## src/rtl/uart_pkg.sv

```systemverilog
// Shared definitions for the memory-mapped UART: FSM states, register
// word offsets and control-register bit positions.
package uart_pkg;

    typedef enum logic [1:0] {
        ST_IDLE  = 2'd0,
        ST_START = 2'd1,
        ST_DATA  = 2'd2,
        ST_STOP  = 2'd3
    } uart_st_e;

    localparam logic [1:0] REG_CTRL = 2'b00;
    localparam logic [1:0] REG_TXD  = 2'b10;
    localparam logic [1:0] REG_RXD  = 2'b11;

    localparam int CTRL_SEND   = 0;
    localparam int CTRL_NEW_RX = 1;
    localparam int CTRL_FERR   = 2;
    localparam int CTRL_OVR    = 3;

endpackage

```

## src/rtl/uart_rx_nucleo.sv

```systemverilog
// 8N1 receiver core: two-flop synchronizer, start-bit qualification at
// half a bit time, mid-bit sampling of 8 data bits (LSB first) and stop
// bit check. Emits one-cycle valid or frame_err pulses.
module uart_rx_nucleo
    import uart_pkg::*;
#(
    parameter int DIV = 86
) (
    input  logic       i_clk,
    input  logic       i_rst_n,
    input  logic       i_rx,
    output logic [7:0] o_byte,
    output logic       o_valid,
    output logic       o_frame_err
);

    localparam int CNT_W = $clog2(DIV);
    localparam logic [CNT_W-1:0] LAST = CNT_W'(DIV - 1);
    localparam logic [CNT_W-1:0] HALF = CNT_W'(DIV / 2 - 1);

    logic             r_sync1;
    logic             r_sync2;
    uart_st_e         r_state;
    logic [CNT_W-1:0] r_cnt;
    logic [2:0]       r_bit;
    logic [7:0]       r_shift;
    logic             r_valid;
    logic             r_ferr;
    logic             w_rx_s;

    assign w_rx_s      = r_sync2;
    assign o_byte      = r_shift;
    assign o_valid     = r_valid;
    assign o_frame_err = r_ferr;

    // Bring the asynchronous line into the clock domain; idle level is high.
    always_ff @(posedge i_clk or negedge i_rst_n) begin
        if (!i_rst_n) begin
            r_sync1 <= 1'b1;
            r_sync2 <= 1'b1;
        end else begin
            r_sync1 <= i_rx;
            r_sync2 <= r_sync1;
        end
    end

    // Receive FSM with baud counter, bit index and LSB-first shifter.
    always_ff @(posedge i_clk or negedge i_rst_n) begin
        if (!i_rst_n) begin
            r_state <= ST_IDLE;
            r_cnt   <= '0;
            r_bit   <= '0;
            r_shift <= '0;
            r_valid <= 1'b0;
            r_ferr  <= 1'b0;
        end else begin
            r_valid <= 1'b0;
            r_ferr  <= 1'b0;
            case (r_state)
                ST_IDLE: begin
                    r_cnt <= '0;
                    if (!w_rx_s) r_state <= ST_START;
                end
                ST_START: begin
                    if (r_cnt == HALF) begin
                        r_cnt   <= '0;
                        r_bit   <= '0;
                        // A line back high at mid start bit was only a glitch.
                        r_state <= w_rx_s ? ST_IDLE : ST_DATA;
                    end else begin
                        r_cnt <= r_cnt + 1'b1;
                    end
                end
                ST_DATA: begin
                    if (r_cnt == LAST) begin
                        r_cnt   <= '0;
                        r_shift <= {w_rx_s, r_shift[7:1]};
                        r_bit   <= r_bit + 1'b1;
                        if (r_bit == 3'd7) r_state <= ST_STOP;
                    end else begin
                        r_cnt <= r_cnt + 1'b1;
                    end
                end
                ST_STOP: begin
                    if (r_cnt == LAST) begin
                        r_cnt   <= '0;
                        r_state <= ST_IDLE;
                        if (w_rx_s) r_valid <= 1'b1;
                        else        r_ferr  <= 1'b1;
                    end else begin
                        r_cnt <= r_cnt + 1'b1;
                    end
                end
                default: r_state <= ST_IDLE;
            endcase
        end
    end

endmodule

```

## src/rtl/interfaz_uart_periferico.sv

```systemverilog
// Memory-mapped UART peripheral: control / TX data / RX data registers,
// 8N1 transmitter and an instance of the receiver core.
module interfaz_uart_periferico
    import uart_pkg::*;
#(
    parameter int CLK_FREQ = 10_000_000,
    parameter int BAUD     = 115200,
    parameter int DIV      = CLK_FREQ / BAUD
) (
    input  logic        clk_i,
    input  logic        rst_n_i,
    input  logic        we_i,
    input  logic [1:0]  addr_i,
    input  logic [31:0] wdata_i,
    output logic [31:0] rdata_o,
    input  logic        rx_i,
    output logic        tx_o
);

    localparam int CNT_W = $clog2(DIV);
    localparam logic [CNT_W-1:0] LAST = CNT_W'(DIV - 1);

    uart_st_e         r_tx_state;
    logic [CNT_W-1:0] r_tx_cnt;
    logic [2:0]       r_tx_bit;
    logic             r_tx;
    logic             r_send;
    logic [7:0]       r_txd;
    logic [7:0]       r_rxd;
    logic             r_new_rx;
    logic             r_ferr;
    logic             r_ovr;

    logic             w_wr_ctrl;
    logic             w_wr_txd;
    logic [7:0]       w_rx_byte;
    logic             w_rx_valid;
    logic             w_rx_ferr;
    logic             w_unused;

    assign w_wr_ctrl = we_i && (addr_i == REG_CTRL);
    assign w_wr_txd  = we_i && (addr_i == REG_TXD);
    assign w_unused  = ^wdata_i[31:8];
    assign tx_o      = r_tx;

    uart_rx_nucleo #(
        .DIV (DIV)
    ) u_rx (
        .i_clk       (clk_i),
        .i_rst_n     (rst_n_i),
        .i_rx        (rx_i),
        .o_byte      (w_rx_byte),
        .o_valid     (w_rx_valid),
        .o_frame_err (w_rx_ferr)
    );

    // Transmit FSM: start, 8 data bits LSB first, stop; each DIV cycles.
    always_ff @(posedge clk_i or negedge rst_n_i) begin
        if (!rst_n_i) begin
            r_tx_state <= ST_IDLE;
            r_tx_cnt   <= '0;
            r_tx_bit   <= '0;
            r_tx       <= 1'b1;
            r_send     <= 1'b0;
        end else begin
            case (r_tx_state)
                ST_IDLE: begin
                    r_tx_cnt <= '0;
                    if (w_wr_ctrl && wdata_i[CTRL_SEND]) begin
                        r_tx_state <= ST_START;
                        r_tx       <= 1'b0;
                        r_send     <= 1'b1;
                    end
                end
                ST_START: begin
                    if (r_tx_cnt == LAST) begin
                        r_tx_cnt   <= '0;
                        r_tx_bit   <= '0;
                        r_tx_state <= ST_DATA;
                        r_tx       <= r_txd[0];
                    end else begin
                        r_tx_cnt <= r_tx_cnt + 1'b1;
                    end
                end
                ST_DATA: begin
                    if (r_tx_cnt == LAST) begin
                        r_tx_cnt <= '0;
                        if (r_tx_bit == 3'd7) begin
                            r_tx_state <= ST_STOP;
                            r_tx       <= 1'b1;
                        end else begin
                            r_tx_bit <= r_tx_bit + 1'b1;
                            r_tx     <= r_txd[r_tx_bit + 3'd1];
                        end
                    end else begin
                        r_tx_cnt <= r_tx_cnt + 1'b1;
                    end
                end
                ST_STOP: begin
                    if (r_tx_cnt == LAST) begin
                        r_tx_cnt   <= '0;
                        r_tx_state <= ST_IDLE;
                        r_send     <= 1'b0;
                    end else begin
                        r_tx_cnt <= r_tx_cnt + 1'b1;
                    end
                end
                default: r_tx_state <= ST_IDLE;
            endcase
        end
    end

    // Register file: TX data (locked while sending), RX data and status flags.
    always_ff @(posedge clk_i or negedge rst_n_i) begin
        if (!rst_n_i) begin
            r_txd    <= '0;
            r_rxd    <= '0;
            r_new_rx <= 1'b0;
            r_ferr   <= 1'b0;
            r_ovr    <= 1'b0;
        end else begin
            if (w_wr_txd && (r_tx_state == ST_IDLE)) r_txd <= wdata_i[7:0];
            // Software clears first so a same-cycle hardware set overrides them.
            if (w_wr_ctrl) begin
                if (!wdata_i[CTRL_NEW_RX]) r_new_rx <= 1'b0;
                if (!wdata_i[CTRL_FERR])   r_ferr   <= 1'b0;
                if (!wdata_i[CTRL_OVR])    r_ovr    <= 1'b0;
            end
            if (w_rx_valid) begin
                r_rxd    <= w_rx_byte;
                r_new_rx <= 1'b1;
                if (r_new_rx) r_ovr <= 1'b1;
            end
            if (w_rx_ferr) r_ferr <= 1'b1;
        end
    end

    // Combinational read mux.
    always_comb begin
        rdata_o = '0;
        case (addr_i)
            REG_CTRL: rdata_o = {28'd0, r_ovr, r_ferr, r_new_rx, r_send};
            REG_TXD:  rdata_o = {24'd0, r_txd};
            REG_RXD:  rdata_o = {24'd0, r_rxd};
            default:  rdata_o = '0;
        endcase
    end

endmodule
```

## config.mk

```make
export PLATFORM = sky130hd
export DESIGN_NAME = interfaz_uart_periferico
export DESIGN_NICKNAME = d
export VERILOG_FILES = /design/src/rtl/uart_pkg.sv /design/src/rtl/uart_rx_nucleo.sv /design/src/rtl/interfaz_uart_periferico.sv
export SDC_FILE = /design/constraint.sdc
export NUM_CORES = 1
export LEC_CHECK = 0
export BUFFER_PORTS_ARGS = -buffer_cell sky130_fd_sc_hd__buf_2
export CAP_MARGIN = 0
export CORE_UTILIZATION = 58
export DETAILED_ROUTE_END_ITERATION = 16
export GPL_TIMING_DRIVEN = 0
export PLACE_DENSITY = 0.93
export SLEW_MARGIN = 10
export SYNTH_ARGS = -nofsm -noshare
export SYNTH_HDL_FRONTEND = slang
export SYNTH_SLANG_ARGS = --single-unit
```

## constraint.sdc

```tcl
create_clock -name clk_i -period 3.48 [get_ports clk_i]
set_input_delay 0.174 -clock clk_i [delete_from_list [all_inputs] [get_ports clk_i]]
set_output_delay 0.174 -clock clk_i [all_outputs]
set_load 0.03 [all_outputs]
```

Word-level counts from Yosys, hierarchy flattened
Index checks and enable logic that the tools add are counted.
{ "op_classes": {"n_eq_ne": 26, "reduce_logical": 24, "mux": 52, "order_cmp": 1, "addsub": 4} }
{ "ops": {"columns": ["op", "count"], "rows": [
  ["8-bit one-hot mux with 3 select lines", 1],
  ["1-bit two-way mux", 23],
  ["2-bit two-way mux", 11],
  ["7-bit two-way mux", 3],
  ["7-bit one-hot mux with 3 select lines", 1],
  ["2-bit one-hot mux with 4 select lines", 2],
  ["3-bit two-way mux", 5],
  ["7-bit by 1-bit adder with 7-bit output, second input constant", 2],
  ["7-bit == test, second input constant", 2],
  ["2-bit inequality test, second input constant", 7],
  ["7-bit one-hot mux with 2 select lines", 1],
  ["2-bit == test, second input constant", 6],
  ["2-bit by 1-bit inequality test with 1-bit output, second input constant", 6],
  ["3-bit one-hot mux with 2 select lines", 2],
  ["5-bit AND reduction", 2],
  ["2-bit nonzero test", 5],
  ["4-bit AND reduction", 2],
  ["7-bit by 6-bit == test with 1-bit output, second input constant", 1],
  ["3-bit by 1-bit adder with 3-bit output, second input constant", 2],
  ["3-bit == test, second input constant", 2],
  ["2-bit logical NOT", 3],
  ["2-bit AND reduction", 3],
  ["3-bit AND reduction", 2],
  ["2-bit by 1-bit == test with 1-bit output, second input constant", 2],
  ["other kinds (8)", 11]
]} }
{ "word_totals": {"reg_bits": 57, "inputBits": 38, "word_cells": 125} }

Longest topological paths before layout
Gate-level depths: netlist of run 1.
{ "logic_depth": {"word_depth": 6, "depth_mapped": 7} }

Hierarchy
Synthesis of run 1 repeated with hierarchy kept, for this count alone.
{ "unflattened": {"hier_cells": 271, "hier_area_um2": 3134.3} }
{ "by_module_without_submodules": {"columns": ["mod", "seq_area_each_um2", "instances", "cells_each", "area_each_um2"], "rows": [
  ["interfaz_uart_periferico", 827.0, 1, 175, 1943.1],
  ["uart_rx_nucleo", 603.1, 1, 96, 1191.1]
]} }

Worst setup path after synthesis of run 1
No wires, ideal clock.
{ "synth_path": {"path_kind": "reg-to-reg", "startpoint": "register u_rx.r_cnt[1]", "endpoint": "register u_rx.r_bit[0]", "path_slack_ns": 1.829, "required_ns": 3.355, "period_less_slack_ns": 1.651, "setup_time_ns": 0.125, "arrival_time_ns": 1.526, "stages_incl_launch_ff": 7, "cell_sequence": "dfrtp_1 > inv_1 > ha_1 > and4b_1 > a21oi_1 > or3b_4 > mux2_4"} }
{ "synth_via": {"elab_chain_cells": 3} }
{ "synth_lines": {"columns": ["element", "line", "text"], "rows": [
  ["from (decl)", "uart_rx_nucleo.sv:24", "logic [CNT_W-1:0] r_cnt;"],
  ["from (signal assigned)", "uart_rx_nucleo.sv:71", "r_cnt <= r_cnt + 1'b1;"],
  ["from (signal assigned)", "uart_rx_nucleo.sv:81", "r_cnt <= r_cnt + 1'b1;"],
  ["from (signal assigned)", "uart_rx_nucleo.sv:91", "r_cnt <= r_cnt + 1'b1;"],
  ["7-bit == test / 7-bit by 6-bit == test with 1-bit output (equally long branches)", "uart_rx_nucleo.sv:75, uart_rx_nucleo.sv:65", null],
  ["2-bit by 1-bit inequality test with 1-bit output (no source line)", null, null],
  ["3-bit AND reduction (no source line) *", null, null],
  ["to (signal assigned)", "uart_rx_nucleo.sv:78", "r_bit <= r_bit + 1'b1;"],
  ["to (decl)", "uart_rx_nucleo.sv:25", "logic [2:0] r_bit;"]
]} }
Every way passes the cells marked *; elsewhere a longest branch is shown, timed or not.
A chain may end at the register's enable or synchronous reset.

Worst setup path in the final report of run 1
{ "layout_path": {"startpoint": "register r_tx_state[0]", "endpoint": "register r_txd[0]"} }
{ "layout_via": {"elab_chain_cells": 2} }
{ "layout_lines": {"columns": ["element", "line", "text"], "rows": [
  ["from (decl)", "interfaz_uart_periferico.sv:23", "uart_st_e r_tx_state;"],
  ["from (signal assigned)", "interfaz_uart_periferico.sv:60", "r_tx_state <= ST_IDLE;"],
  ["from (signal assigned)", "interfaz_uart_periferico.sv:70", "r_tx_state <= ST_START;"],
  ["from (signal assigned)", "interfaz_uart_periferico.sv:79", "r_tx_state <= ST_DATA;"],
  ["2-bit logical NOT", "interfaz_uart_periferico.sv:122", "if (w_wr_txd && (r_tx_state == ST_IDLE)) r_txd <= wdata_i[7:0];"],
  ["1-bit logical AND", "interfaz_uart_periferico.sv:122", null],
  ["to (signal assigned)", "interfaz_uart_periferico.sv:122", null],
  ["to (decl)", "interfaz_uart_periferico.sv:28", "logic [7:0] r_txd;"]
]} }
No other way between the ends.

==> results of run 1 <==
## kinds of logic (layout without fill, tap and decap cells)
family,after synthesis,in the layout
DFF,57,57
buffers and inverters,44,84
xor gates and xnor gates,10,10
muxes,42,42
and+or+nand+nor,73,73
AOI/OAI and AO/OA,31,31
other,1,24
adders and majority gates,19,19
## cell usage in the layout, fill, tap and decap left out, types with 6 or more instances in the layout
cell type / instances
sky130_fd_sc_hd__mux2_2: 29
sky130_fd_sc_hd__conb_1: 24
sky130_fd_sc_hd__nor2_1: 24
sky130_fd_sc_hd__buf_2: 23
sky130_fd_sc_hd__buf_4: 25
sky130_fd_sc_hd__xnor2_1: 6
sky130_fd_sc_hd__a22o_1: 9
sky130_fd_sc_hd__nand3_1: 7
sky130_fd_sc_hd__nand2_1: 13
sky130_fd_sc_hd__inv_1: 14
sky130_fd_sc_hd__dfrtp_1: 54
sky130_fd_sc_hd__ha_1: 19
sky130_fd_sc_hd__clkbuf_8: 10
sky130_fd_sc_hd__mux2i_1: 7
## Yosys cell counts (all sizes together), types with 4 or more instances
cell	n	area share, %
and3	5	1.0
nor2b	5	1.0
clkbuf	4	0.48
buf	26	6.1
a21oi	5	0.80
ha	19	7.6
mux2i	7	2.2
dfrtp	54	43
o21ai	5	0.80
nand2	13	1.6
o211ai	4	0.96
mux2	34	12
nor2	24	2.9
inv	14	1.7
xnor2	6	1.7
a22o	9	2.5
nand3	7	1.1
xor2	4	1.1
## cell type report
| cell class | instances | share of cell area [%] |
|---|---|---|
| Sequential cell | 57 | 39.5 |
| Multi-Input combinational cell | 199 | 41.9 |
| Inverter | 14 | 1.45 |
| Buffer | 30 | 5.66 |
| Clock buffer | 11 | 3.90 |
| Tap cell | 70 | 2.42 |
| Clock inverter | 5 | 1.52 |
| Timing Repair Buffer | 24 | 3.66 |
## power groups by stage
stage	clock (W)	sequential (W)	combinational, W
after floorplan	0	0.000727	0.000251
after global placement	0	0.000731	0.000302
after detailed placement	0	0.000734	0.000321
after CTS	0.000622	0.000722	0.000321
after global routing	0.000655	0.000728	0.000356
final	0.000612	0.000723	0.000322
## critical path, stage by stage, from the launching register on
cell and delay [ps]:
sky130_fd_sc_hd__dfrtp_1 400, sky130_fd_sc_hd__inv_1 150, sky130_fd_sc_hd__ha_1 290, sky130_fd_sc_hd__nand4b_1 440, sky130_fd_sc_hd__mux2_2 440
## metrics by stage
stage | total power (W) | setup WS (ps)
3_5_place_dp | 0.00106 | 1640
5_1_grt | 0.00174 | 1520
2_1_floorplan | 0.000978 | 1830
4_1_cts | 0.00166 | 1650
6_report | 0.00166 | 1650
3_3_place_gp | 0.00103 | 1720
## timing repair
item	in CTS	in global routing
endpoints found under the hold margin	1	54
hold buffers	1	1
setup buffers	0	0
gates resized for setup	0	0
## sequential cells by signal, indices dropped and copies added (netlist names), 2 cells and up, named ones only
signal	count
r_rxd	8
r_tx_bit	3
r_tx_cnt	7
r_tx_state	2
r_txd	8
u_rx.o_byte	8
u_rx.r_bit	3
u_rx.r_cnt	7
## per-layer routing
metal | up-vias | track usage (%) | routed length (µm)
li1 | 1031 | - | -
met1 | 1041 | 25.8 | 2390
met2 | 43 | 38.1 | 2770
met3 | 5 | 8.33 | 298
met4 | 0 | 6.79 | 36
met5 | - | 0 | 0
## worst max path at each step
stage,slack [ps],to,depth (start not counted),startpoint
2_1_floorplan,1830,u_rx.r_bit[0]$_DFFE_PN0P_,6,u_rx.r_cnt[1]$_DFF_PN0_
3_5_place_dp,1640,r_txd[5]$_DFFE_PN0P_,4,r_tx_state[0]$_DFFE_PN0P_
3_3_place_gp,1720,u_rx.o_byte[1]$_DFFE_PN0P_,5,u_rx.r_cnt[0]$_DFF_PN0_
5_1_grt,1520,r_txd[3]$_DFFE_PN0P_,4,r_tx_state[0]$_DFFE_PN0P_
4_1_cts,1650,r_txd[3]$_DFFE_PN0P_,4,r_tx_state[0]$_DFFE_PN0P_
6_report,1650,r_txd[0]$_DFFE_PN0P_,4,r_tx_state[0]$_DFFE_PN0P_
==> summary.md, run 1 <==
The flow ran to the end, and the final reports show no timing, DRC or antenna violations. Summing the sequential cell areas from Yosys gives 45.8% of the chip area. For this design the total switching power over the nets is 0.000482 W.

Number of cells on the worst reg-to-reg path: 4. The run gives 0.00117 W as the internal power component. After filler insertion, the fill cell instance count of the layout stands at 393. Main combinational cell family by area after synthesis: multiplexers. Counting flops with a built-in enable in the synthesized netlist gives 0.

The worst hold path passes through 2 cells. The tools report the initial antenna violation count as 0. The clock-pin slew on the worst setup and hold paths is 70 ps, and the switching power share of the total is 29.1%.

The H-tree was split into 3 levels. Across all hold checks on the routed design, the worst slack comes to 71.0 ps. The total DRC errors in the routed layout is 0, and the portion of netlist area occupied by mux cells is 15.4%. After detailed routing, the average wire length per cell comes to 13.4 µm.

The routed via count divided by cell count works out to 5.17. The setup-violating endpoint count in the final report came out at 0. The sink of the worst hold path was r_txd[6]$_DFFE_PN0P_. The floorplan step defined a die boundary enclosing 0.00568 mm².

Cells fill 70.5% of the core in the end. In the synthesized netlist the dominant register cell turns out to be sky130_fd_sc_hd__dfrtp_1. For the initial standard-cell utilization of the core, the log shows 60.7%.

In this run, flip-flops and latches consume 43.6% of the power. Global routing consumed, over all layers together, 22.1% of the routing resources. In the final layout, the multi-input gates occupy 0.00152 mm². The synthesis-to-layout area growth is 16.1%. In this run, synthesis produced a sequential element count of 57. The buffer type at the clock tree root is sky130_fd_sc_hd__clkbuf_8. Of the total synthesized cell area, the portion taken by AND, OR, NAND and NOR gates is 12.5%. For the combinational fraction of design power, the log shows 19.5%. Clock skew on the completed layout was measured at 10.1 ps. Number of warnings issued by yosys: 0. After technology mapping, the gate count stands at 277. The die width was 75.4 µm; the area of placed instances was 0.00341 mm². The tools report the via count of the first global-routing pass as 2077. The setup total negative slack was 0 ps.

The quantity of I/O buffers inserted on ports came out at 22. The highest net fanout along the worst path was 8; the data arrival time of the worst path was 2050 ps. STA puts the critical path data required time at 3700 ps.

The run gives 0.000450 V as the highest ir drop seen on vdd. For the final routed wirelength across all metal layers, the log shows 5.49 mm. The worst setup path is launched from a flop. Based on the critical path, the design can be clocked at up to 546 MHz.

Setup repair after global routing left no endpoint under its margin. The routed layout has 2120 vias. In this run, the number of DRC markers left after iteration 0 of detailed routing was 77. For this design the static power due to leakage is 1.88 nW.

The tools report the end of the worst register-to-register path as r_txd[0]$_DFFE_PN0P_. Once detailed placement completed, the half-perimeter wirelength came to 4.01 mm. The later pin in the worst-skew pair is clocked with a latency of 330 ps. The type of the worst min-delay path is input port to flop.

For the finished layout, the period the worst path requires is 1830 ps. The clock network accounts for 36.9% of the total power. Number of ports placed on the die boundary: 71. The slew of the pin with the lowest slew margin is 678 ps, and the fraction of the mapped netlist area in adder cells is 7.62%.

Across the whole layout, storage elements account for 0.00143 mm². The first detailed-routing pass took 4 iterations. The post-route netlist has 30.0% of its cells at a drive strength greater than 1.

The startpoint identified for the worst register-to-register timing path is r_tx_state[0]$_DFFE_PN0P_. The first global-routing pass estimated 9.16 mm of wire. For flop-to-flop paths, the worst setup slack is 1650 ps.

The tools report the critical path endpoint category as a flop. The run gives 0.00312 mm² as the combined area of all synthesized cells. Summing all non-filler instances in the final layout gives an area of 0.00362 mm².

The share of the synthesized area in compound gates (AO/OA/AOI/OAI) is 7.54%. The cell area power density works out to 457 mW/mm². The number of clock sinks seen by CTS was 57.

The critical path in this run is classified as flop to flop. The floorplan has 26 rows. The layout net count was 392.

The synthesized-area fraction occupied by xor and xnor cells is 2.81%, and the number of cells in the finished layout apart from fillers is 410. The run gives 0 as the final count of pins violating max slew. The residual overflow from global routing came out at 0. Counting tap cells, the placed design contains a total of 392 instances. The number of nets with antenna violations after routing was 0; the TritonCTS buffer count was 9. Measured against its own limit, the worst slew margin works out to 54.8%. The floorplan step defined a core boundary enclosing 0.00514 mm². The final number of hold-violating endpoints is 0, and the buffer depth of the longest clock path is 2. The tools report the count of unique library cells instantiated by Yosys as 44.

The startpoint identified for the worst hold timing path is wdata_i[6]. The final critical path takes up 52.6% of the cycle. The repair_antennas step left the layout with diodes totalling 0.

Max-cap violations in this run came to 0. Each instance of the synthesized netlist takes up on average 11.3 µm². Counting flops with an async set or reset pin after synthesis yields a share of 100%. Entering global routing, the biggest net connects 58 pins. Height of the die: 75.4 µm. TritonCTS built the clock tree. The weighted congestion reported at the end of routability-driven placement was 0.814.
Note: power is estimated with default switching activity, not from simulation.
==> inputs of run 2 (changes only) <==
--- a/config.mk
+++ b/config.mk
@@ -7,10 +7,10 @@
 export LEC_CHECK = 0
 export BUFFER_PORTS_ARGS = -buffer_cell sky130_fd_sc_hd__buf_2
 export CAP_MARGIN = 0
-export CORE_UTILIZATION = 58
+export CORE_UTILIZATION = 49
 export DETAILED_ROUTE_END_ITERATION = 16
 export GPL_TIMING_DRIVEN = 0
-export PLACE_DENSITY = 0.93
+export PLACE_DENSITY = 0.84
 export SLEW_MARGIN = 10
 export SYNTH_ARGS = -nofsm -noshare
 export SYNTH_HDL_FRONTEND = slang
==> constraint.sdc (replaced) <==
create_clock -name clk_i -period 1.6 [get_ports clk_i]
set_input_delay 0.08 -clock clk_i [delete_from_list [all_inputs] [get_ports clk_i]]
set_output_delay 0.08 -clock clk_i [all_outputs]
set_load 0.03 [all_outputs]
==> summary.md, run 2 (synthesized netlist as in run 1, its figures left out) <==
Walking the worst path, the cells encountered are inv_1 > ha_2 > and4b_2 > a21oi_2 > or3b_4 > mux2_4. The number of ports placed on the die boundary is 71, and the proportion of layout cells with a drive suffix above 1 is 37.1%. Leading cell type in the layout, fill and taps excluded: sky130_fd_sc_hd__dfrtp_1. The total power draw is 0.00388 W, and the cell area power density is 1000 mW/mm². The logs give 19.2% for the global-route total usage across every layer and 1960 ps for the data arrival time of the worst path.

The minimum period implied by the final worst setup slack is 1740 ps, and the cell leakage power is 1.96 nW. After the first detailed-routing iteration, the DRC count stood at 57. The startpoint identified for the worst hold timing path is addr_i[1]. The checks that failed: negative setup slack. Clock tree synthesis found a total of 57 sinks. TritonCTS built the clock tree.

Summed over all layers, the global routing overflow is 0. First-pass GRT wire length: 9.44 mm. The via count of the first global-routing pass came out at 2105. The type of the setup path with the least slack was flop to flop. The layout net count came out at 408. The cell sitting at the root of the clock tree is a sky130_fd_sc_hd__clkbuf_8.

For the setup total negative slack, the log shows -392 ps. For the total DRC errors in the routed layout, the log shows 0. The fill cell instance count of the final layout is 484.

Entering global routing, the biggest net connects 58 pins. For the final setup slack of the worst path, the log shows -139 ps. Startpoint of the worst setup timing path: u_rx.r_cnt[1]$_DFF_PN0_.

In the layout the commonest cells are sky130_fd_sc_hd__dfrtp_1, sky130_fd_sc_hd__buf_4, sky130_fd_sc_hd__mux2_2, sky130_fd_sc_hd__conb_1. The first detailed-routing pass ran for 4 iterations. The worst relative slew slack is 53.0%. The TritonCTS buffer count was 9; the highest net fanout along the worst path was 3.

Dominant delay contributor by cell family on the critical path: simple AND/OR/NAND/NOR gates. The area enclosed by the die boundary came out at 0.00669 mm². STA classifies the critical path endpoint as a flop. The number of placed instances, taps included, is 397. For the pin with the worst max-slew slack, the measured transition is 704 ps.

The initial standard-cell utilization of the core was 51.8%; the quantity of I/O buffers inserted on ports was 22. Dividing the detail-routed wire length by the instance count gives 13.5 µm. The run finished, with violations left. The congestion estimate from routability-driven global placement came to 0.824.

Clock-pin slew was measured on the worst setup and hold paths at 70 ps. Relative to the synthesized area, the layout overhead comes to 24.4%. On the worst path, the slowest cell contributes a delay of 390 ps.

The die is 81.8 µm tall. The standard-cell row count came out at 28. The logs give 0 for the final count of pins violating max slew and 0 for the initial antenna violation count. The setup-violating endpoint count in the final report is 5. The number of antenna diodes in the final layout is 0. Setup repair after global routing could not meet its margin everywhere. For the final number of hold-violating endpoints, the log shows 0. In the final layout, flip-flops and latches occupy 0.00143 mm².

The worst clock skew on the final layout was 8.47 ps; the number of cells in the finished layout apart from fillers was 431. The final period utilization was 109%. The worst-case IR drop observed on VDD is 0.000781 V. The worst setup path is launched from a flop. At the later pin of the worst-skew pair, clock insertion delay measures 330 ps.

After detailed routing, the number of vias per cell comes to 5.05. The worst hold path belongs to the class input port to flop. Prior to clock tree synthesis, the placed netlist has a worst setup slack of -191 ps. Across the run, the number of max-cap violations was 0. The tools report the peak clock frequency supported by timing as 575 MHz. Measured along the x axis, the die boundary spans 81.8 µm. In this run the remaining antenna-violating nets after routing total 0. The area of placed instances was 0.00343 mm².

The start of the worst register-to-register path was u_rx.r_cnt[1]$_DFF_PN0_. For the number of levels in the clock H-tree, the log shows 3. The core area is 0.00603 mm². The run gives 2177 as the number of vias in the routed layout. Summing all non-filler instances in the final layout gives an area of 0.00388 mm². Data on the critical path is required at its endpoint by 1820 ps. The run gives 5.80 mm as the final routed wirelength across all metal layers. The logs give 3.99 mm for the detailed-placement wirelength estimate and 2 for the buffer depth of the longest clock path. The largest individual stage delay along the critical path comes from the cell sky130_fd_sc_hd__dfrtp_1. The number of buffer and inverter instances along the worst setup path came out at 1. The area taken by multi-input logic gates was 0.00161 mm².
run 2: worst register-to-register path: cells and delay by family, from the launching register on:
family | cells | cell delay, ps
and+or+nand+nor | 2 | 660
muxes | 1 | 300
adders and majority gates | 1 | 150
DFF | 1 | 390
AOI/OAI and AO/OA | 1 | 60
buffers and inverters | 1 | 70
run 2: through the flow:
step | hold slack [ps] | util, %
floorplan | -216 | -
global placement | 187 | 56.9
detailed placement | 188 | 56.9
CTS | 40.3 | 63.0
global route | 143 | 64.4
finish | 138 | 64.4
run 2: where the power goes:
group          total, W  switching [W]  internal [W]
Combinational  0.000905       0.000501      0.000404
Clock           0.00141       0.000547      0.000861
Sequential      0.00157      0.0000568       0.00151
run 2: metal layers:
metal  up-vias  global-route usage (%)  part of all wire (%)
met2        60                    32.2                    52
met4         0                    7.89                   1.4
met5         -                       0                     0
met1      1048                    22.2                    41
met3        11                    6.56                   5.7
li1       1058                       -                     -
run 2: worst paths after layout:
| kind | end | slack [ps] | cells past startpoint |
|---|---|---|---|
| max in group asynchronous | u_rx.o_byte[5]$_DFFE_PN0P_ | 800 | 2 |
| min reg2reg | u_rx.r_sync2$_DFF_PN1_ | 360 | 0 |
| max | u_rx.r_bit[0]$_DFFE_PN0P_ | -140 | 6 |
| min in group asynchronous | u_rx.r_bit[0]$_DFFE_PN0P_ | 340 | 2 |
| max reg2reg | u_rx.r_bit[0]$_DFFE_PN0P_ | -140 | 6 |
| min | r_ovr$_DFF_PN0_ | 140 | 4 |
run 2: layout make-up:
cell class / instances / share of cell area [%]
Inverter: 14 / 1.35
Buffer: 29 / 5.29
Timing Repair Buffer: 41 / 7.32
Tap cell: 75 / 2.42
Multi-Input combinational cell: 199 / 41.4
Sequential cell: 57 / 36.8
Clock buffer: 9 / 3.19
Clock inverter: 7 / 2.19
run 2: what timing repair did:
item / CTS / global route
gates resized for setup: 7 / 19
setup endpoints to repair: 34 / 41
hold endpoints to repair: 10 / 54
hold buffers: 9 / 1
pin swaps: 5 / 2
buffers inserted: 6 / 3
